## src/rtl/dmem_access_ctrl.sv

```systemverilog
// ============================================================================
// dmem_access_ctrl : two-port arbiter/sequencer for a byte-wide data memory
// Rev 1.0 - initial release
// ============================================================================
`default_nettype none

module dmem_access_ctrl #(
  parameter int ADDR_W = 8
) (
  input  logic                   clk,
  input  logic                   rst_n,
  input  logic [1:0]             req_i,
  input  logic [1:0]             we_i,
  input  logic [1:0][1:0]        size_i,
  input  logic [1:0][ADDR_W-1:0] addr_i,
  input  logic [1:0][31:0]       wdata_i,
  output logic [1:0]             done_o,
  output logic                   err_o,
  output logic [31:0]            rdata_o,
  output logic                   busy_o,
  output logic [ADDR_W-1:0]      mem_addr_o,
  output logic                   mem_we_o,
  output logic                   mem_re_o,
  output logic [7:0]             mem_wdata_o,
  input  logic [7:0]             mem_rdata_i
);

  typedef enum logic [1:0] {
    S_IDLE  = 2'd0,
    S_RUN   = 2'd1,
    S_DRAIN = 2'd2,
    S_DONE  = 2'd3
  } state_t;

  state_t              state_q, state_d;
  logic                port_q, port_d;
  logic                pref_q, pref_d;
  logic                we_q, we_d;
  logic                err_q, err_d;
  logic [2:0]          nbytes_q, nbytes_d;
  logic [2:0]          cnt_q, cnt_d;
  logic [ADDR_W-1:0]   addr_q, addr_d;
  logic [31:0]         wdata_q, wdata_d;
  logic [31:0]         acc_q, acc_d;
  logic [31:0]         rdata_q, rdata_d;
  logic                re_prev_q;

  logic                gnt;
  logic [1:0]          gnt_size;
  logic [ADDR_W-1:0]   gnt_addr;
  logic                gnt_bad;
  logic [1:0]          byte_idx;

  // Winner of the current arbitration and the legality of its request
  always_comb begin
    gnt      = (req_i == 2'b11) ? pref_q : req_i[1];
    gnt_size = size_i[gnt];
    gnt_addr = addr_i[gnt];
    gnt_bad  = (gnt_size == 2'b11) ||
               ((gnt_size == 2'b01) && gnt_addr[0]) ||
               ((gnt_size == 2'b10) && (gnt_addr[1:0] != 2'b00));
  end

  // Big-endian: the first byte cycle carries the most significant byte
  assign byte_idx = 2'(nbytes_q - 3'd1 - cnt_q);

  always_comb begin
    state_d     = state_q;
    port_d      = port_q;
    pref_d      = pref_q;
    we_d        = we_q;
    err_d       = err_q;
    nbytes_d    = nbytes_q;
    cnt_d       = cnt_q;
    addr_d      = addr_q;
    wdata_d     = wdata_q;
    acc_d       = acc_q;
    rdata_d     = rdata_q;
    done_o      = 2'b00;
    err_o       = 1'b0;
    mem_addr_o  = '0;
    mem_we_o    = 1'b0;
    mem_re_o    = 1'b0;
    mem_wdata_o = 8'h00;

    // Read data returns one cycle after its strobe
    if (re_prev_q) begin
      acc_d = {acc_q[23:0], mem_rdata_i};
    end

    case (state_q)
      S_IDLE: begin
        if (req_i != 2'b00) begin
          port_d  = gnt;
          we_d    = we_i[gnt];
          addr_d  = gnt_addr;
          wdata_d = wdata_i[gnt];
          if (req_i == 2'b11) begin
            pref_d = ~pref_q;
          end
          if (gnt_bad) begin
            err_d   = 1'b1;
            state_d = S_DONE;
          end else begin
            err_d    = 1'b0;
            cnt_d    = 3'd0;
            acc_d    = 32'h0;
            nbytes_d = 3'(3'd1 << gnt_size);
            state_d  = S_RUN;
          end
        end
      end

      S_RUN: begin
        mem_addr_o = addr_q + ADDR_W'(cnt_q);
        if (we_q) begin
          mem_we_o    = 1'b1;
          mem_wdata_o = wdata_q[{byte_idx, 3'b000} +: 8];
        end else begin
          mem_re_o = 1'b1;
        end
        cnt_d = cnt_q + 3'd1;
        if (cnt_q == nbytes_q - 3'd1) begin
          state_d = we_q ? S_DONE : S_DRAIN;
        end
      end

      S_DRAIN: begin
        rdata_d = acc_d;
        state_d = S_DONE;
      end

      S_DONE: begin
        done_o[port_q] = 1'b1;
        err_o          = err_q;
        state_d        = S_IDLE;
      end

      default: state_d = S_IDLE;
    endcase
  end

  always_ff @(posedge clk or negedge rst_n) begin
    if (!rst_n) begin
      state_q   <= S_IDLE;
      port_q    <= 1'b0;
      pref_q    <= 1'b0;
      we_q      <= 1'b0;
      err_q     <= 1'b0;
      nbytes_q  <= 3'd0;
      cnt_q     <= 3'd0;
      addr_q    <= '0;
      wdata_q   <= 32'h0;
      acc_q     <= 32'h0;
      rdata_q   <= 32'h0;
      re_prev_q <= 1'b0;
    end else begin
      state_q   <= state_d;
      port_q    <= port_d;
      pref_q    <= pref_d;
      we_q      <= we_d;
      err_q     <= err_d;
      nbytes_q  <= nbytes_d;
      cnt_q     <= cnt_d;
      addr_q    <= addr_d;
      wdata_q   <= wdata_d;
      acc_q     <= acc_d;
      rdata_q   <= rdata_d;
      re_prev_q <= mem_re_o;
    end
  end

  assign rdata_o = rdata_q;
  assign busy_o  = (state_q != S_IDLE);

endmodule

`default_nettype wire

```

## config.mk

```make
export PLATFORM = sky130hd
export DESIGN_NAME = dmem_access_ctrl
export DESIGN_NICKNAME = d
export VERILOG_FILES = /design/src/rtl/dmem_access_ctrl.sv
export SDC_FILE = /design/constraint.sdc
export NUM_CORES = 1
export LEC_CHECK = 0
export CORE_MARGIN = 5
export CORE_UTILIZATION = 49
export CTS_BUF_LIST = sky130_fd_sc_hd__clkbuf_8 sky130_fd_sc_hd__clkbuf_16
export DETAILED_ROUTE_END_ITERATION = 10
export PLACE_DENSITY_LB_ADDON = 0.15
export SKIP_CTS_REPAIR_TIMING = 1
export SKIP_LAST_GASP = 1
export SLEW_MARGIN = 20
export SYNTH_ARGS = -nofsm -noshare
export SYNTH_HDL_FRONTEND = slang
export SYNTH_SLANG_ARGS = --single-unit
```

## constraint.sdc

```tcl
create_clock -name clk -period 2.8 [get_ports clk]
set_input_delay 0.42 -clock clk [delete_from_list [all_inputs] [get_ports clk]]
set_output_delay 0.42 -clock clk [all_outputs]
set_load 0.1 [all_outputs]
```

== After elaboration in Yosys (flattened, before gate mapping) ==
Index checks and enable logic that the tools add are counted.
Operators by class
  reductions and logical operators: 15
  equality and inequality tests: 11
  bitwise gates (word level): 2
  add/sub/neg operators: 4
  shift operators: 2
  order comparisons: 3
  muxes and demuxes: 33
Operators by type and width (number)
  32-bit two-way mux: 6
  8-bit two-way mux: 5
  32-bit by 6-bit variable part select with 8-bit output: 1
  2-bit two-way mux: 6
  1-bit two-way mux: 11
  2-bit == test (second input constant): 5
  3-bit AND reduction: 3
  8-bit by 3-bit adder with 8-bit output: 1
  2-bit case mux with 4 select lines: 1
  2-bit nonzero test: 4
  3-bit two-way mux: 2
  2-bit != test (second input constant): 3
  3-bit case mux with 2 select lines: 1
  2-bit by 1-bit == test with 1-bit output (second input constant): 2
  1-bit by 2-bit < comparator with 1-bit output (second input constant): 2
  2-bit AND reduction: 2
  3-bit by 1-bit adder with 3-bit output (second input constant): 1
  3-bit == test: 1
  1-bit logical AND: 3
  1-bit by 2-bit << shifter with 3-bit output (first input constant): 1
  3-bit by 1-bit subtractor with 3-bit output (second input constant): 1
  2-bit logical NOT: 1
  1-bit logical OR: 2
  1-bit NOT: 2
  other kinds (3): 3
Word-level totals
  word-level logic and storage cells: 82
  output and inout port bits: 54
  input port bits: 98
  flip-flop bits (word level): 117

== Longest topological paths before layout ==
  depth after elaboration: 11
  mapped depth: 7
  depth with buffers taken out: 6

== Least setup slack after synthesis ==
OpenSTA, ideal clock, no wires.
  path kind: register to output
  start point: reg state_q[1]
  end point: out mem_wdata_o[6]
  buffers on the path: 0
  arrival time: 3450 ps
  slack: -1070 ps
  cell stages (with the launch flop): 6
  data required time: 2380 ps
  cell sequence: dfrtp_1 > inv_1 > ha_1 > and2_1 > nand2_1 > o22ai_1
On the way
  longest elaborated chain between the ends: 2
RTL lines
  from (decl): RTL line 35  | state_t state_q, state_d;
  from (signal assigned): RTL line 158  | state_q <= state_d;
  2-bit by 1-bit == test with 1-bit output: RTL line 91  | case (state_q)
  8-bit two-way mux: RTL line 91
  to (decl): RTL line 24  | output logic [7:0] mem_wdata_o,
Every way passes these cells.

== Worst setup path in the final report ==
  start point: reg nbytes_q[0]
  end point: out mem_wdata_o[7]
On the way
  longest elaborated chain between the ends: 5
RTL lines
  from (decl): RTL line 40  | logic [2:0] nbytes_q, nbytes_d;
  from (signal assigned): RTL line 163  | nbytes_q <= nbytes_d;
  3-bit by 1-bit subtractor with 3-bit output
  2-bit subtractor: RTL line 65  | assign byte_idx = 2'(nbytes_q - 3'd1 - cnt_q);
  32-bit by 6-bit variable part select with 8-bit output: RTL line 118  | mem_wdata_o = wdata_q[{byte_idx, 3'b000} +: 8];
  8-bit two-way mux: RTL line 116  | if (we_q) begin
  8-bit two-way mux: RTL line 91
Every way passes these cells.

==> results by group <==
Yosys
  • Dominant synthesized flop cell: dfrtp_1
  • EDFF count, synth: 0
  • Share of Yosys cell area claimed by the top area cell type: a little over half
  • Yosys warns: 0
  • Sequential area share after synthesis: between 50% and 60%
  • Synth Area per Inst: approximately 11 um2
  • Post-Synthesis Cells: approximately 530
  • Mapped Area: between 0.005 and 0.006 mm2
  • Async set-reset flop share out of synthesis: 100%
  • Largest cells by area after synthesis: dfrtp_1, mux2i_1, nor2_1, o21ai_0, nand2_1
  • Synth Net Count: 636
  • Netlist cell types: 45
  • Synth area leader: dfrtp_1
  • FF+latch count, synth: roughly 120

Detailed routing
  • Drt drc: 0
  • Pre-antenna DRT Iters: 5
  • Number of vias per cell: around 5.3
  • DR vias: around 4400
  • Post-DR wirelength/cell: roughly 17 um
  • Antenna Nets Post-Route: 0
  • Initial DRC Count: roughly 310
  • Post-Route WL: 14400 um

Clock network
  • H-tree depth: 4
  • CTS tree: done
  • Clk buf depth: 2
  • Cts bufs inserted: 17
  • Root Driver: clkbuf_16
  • Clock-pin slew of the registers on the worst-case setup and hold paths: approximately 0.060 ns
  • Clk_lat worst skew: about 0.41 ns
  • # clock sinks: around 120

Status
  • Failing checks: setup timing
  • Outcome: finished with violations

STA
  • RSZ-0062 raised after global routing: yes
  • Skew final: between 0.005 and 0.006 ns
  • Fmax: roughly 360 MHz
  • Slew HR: roughly 36%
  • Final Hold Vio Count: 0
  • Period utilization: 100%
  • Final min period: between 2 and 3 ns
  • Setup ws final: -0.00497 ns
  • Slew Limit Fails: 0
  • Endpoints failing setup: 2
  • Final setup TNS: -0.00595 ns
  • Worst Max-Slew Pin Slew: approximately 0.96 ns

GRT
  • Initial antenna violation count: 0
  • Largest net degree at the start of global routing: 67
  • First-pass GRT wire length: about 22000 um
  • Total gr overflow: 0
  • GRT Total Usage: a little over a fifth
  • Vias in the first global route: about 4600

Cells and area
  • Share of layout cells above drive strength 1: between 20% and 30%
  • Finished Core Util: 73.8%
  • Area Growth Syn to Fin: 49.1%
  • Diodes inserted: 0
  • Nets: about 790
  • Final non-filler cell total: 840

Place
  • Worst slack at placement: slightly below 0.1 ns
  • GP Congestion: between 0.9 and 1
  • DP HPWL: roughly 10000 um
  • Placed insts: approximately 800
  • PortBufs: 151

Worst setup path
  • Reg2reg start: state_q[0]
  • CP max-delay cell: dfrtp_1
  • Setup CP Type: reg2out
  • Arrival time worst endpoint: approximately 2.4 ns
  • Critical path origin: nbytes_q[0]
  • Worst setup SP type: flop
  • Req. time, crit path: approximately 2.4 ns
  • Crit path cell chain: inv_2 > ha_4 > xor2_4 > xnor2_4 > clkbuf_16 > mux2i_4 > o22ai_4 > buf_12
  • Critical Path Fanout Max: 4
  • Worst setup EP type: primary output
  • Max stage delay on crit path: 0.39 ns

Die
  • Total core area: between 0.01 and 0.015 mm2
  • Die height: 117 um
  • Die area: approximately 0.014 mm2
  • Num rows: 39
  • IO Count: between 150 and 200
  • Starting Density: ~50%
  • Die X: around 120 um

Flow run
  • Max-cap violation count: 0

Worst hold path
  • Hold Path Class: in2async
-- per-stage QoR --
step,hold slack [ns],cell area [um2]
floorplan,0.124,5700
global placement,0.287,7390
detailed placement,0.288,7390
CTS,-0.147,7990
global route,0.412,8320
finish,0.407,8320
-- cell type report --
cell class	count	area, um2
fill	789	2960
tap	143	179
timing repair buffer	169	1780
inverter	8	30.0
multi-input combinational	371	2800
clock buffer	20	467
clock inverter	12	129
sequential	117	2930
-- layer usage --
metal  track usage [%]  vias up  share of wire [%]
li1                  -     2142                  -
met2              35.4      128                 52
met5                 0        -                  0
met4              7.57        0                1.7
met3              5.75       21                5.8
met1              26.6     2145                 40
-- cell families after synthesis --
kind of cell | after synthesis | synth area share, %
AOI/OAI and AO/OA | 111 | 11.8
xor gates and xnor gates | 8 | 1.97
adders and majority gates | 11 | 2.60
buffers and inverters | 39 | 3.48
DFF | 117 | 52.5
muxes | 93 | 16.8
and+or+nand+nor | 148 | 10.9
-- worst max-delay path, delay by kind of cell (launching register included) --
kind,cells,cell delay (ns)
flops,1,0.39
xor+xnor,2,0.49
compound gates,1,0.11
buf+inv,3,0.48
mux,1,0.25
fa+ha+maj,1,0.26
-- cells in the mapped netlist (2+ instances only) --
master,number
dfrtp_1,117
mux2i_1,90
nor2_1,77
nand2_1,52
o21ai_0,44
a21oi_1,37
clkbuf_1,13
ha_1,10
o22ai_1,9
buf_2,8
buf_4,8
inv_1,7
and2_1,5
o31ai_1,5
xnor2_1,5
nand2b_1,3
a221o_1,2
a31oi_1,2
mux2_2,2
nand3_1,2
nor2b_1,2
nor3_1,2
o31a_1,2
o32ai_1,2
-- state kept, by name (all words and copies together), names as in the netlist --
register and count:
we_q 1, nbytes_q 3, state_q 2, port_q 1, addr_q 8, pref_q 1, err_q 1, acc_q 32
re_prev_q 1, wdata_q 32, rdata_o 32, cnt_q 3
-- path summary, 6_finish.rpt --
| check | cells past startpoint | slack, ns | endpoint |
|---|---|---|---|
| max | 8 | -0.005 | mem_wdata_o[7] |
| min | 2 | 0.41 | acc_q[14] |
| min reg2reg | 1 | 0.47 | pref_q |
| max in group asynchronous | 3 | 1.60 | cnt_q[1] |
| max reg2reg | 6 | 0.84 | cnt_q[0] |
| min in group clk | 1 | 0.47 | pref_q |
-- placed cells by master, fill, tap and decap left out, types with 3 or more instances in the layout --
master,synthesis,layout
dfrtp_2,0,3
ha_1,10,7
mux2i_4,0,13
clkbuf_16,0,18
o31ai_1,5,5
a21oi_2,0,4
xnor2_1,5,5
nor2_1,77,73
nand2b_1,3,3
clkdlybuf4s50_1,0,96
o21ai_0,44,44
clkinv_2,0,3
o22ai_4,0,7
inv_1,7,7
and2_1,5,4
clkbuf_8,0,3
mux2i_1,90,76
buf_12,0,20
nand2_1,52,51
nor2_2,0,4
clkinv_4,0,3
dfrtp_1,117,114
a21oi_1,37,33
buf_4,8,51
Power is not shown: default switching activity piles up to over one toggle a cycle in this logic, so the estimate is an artifact.
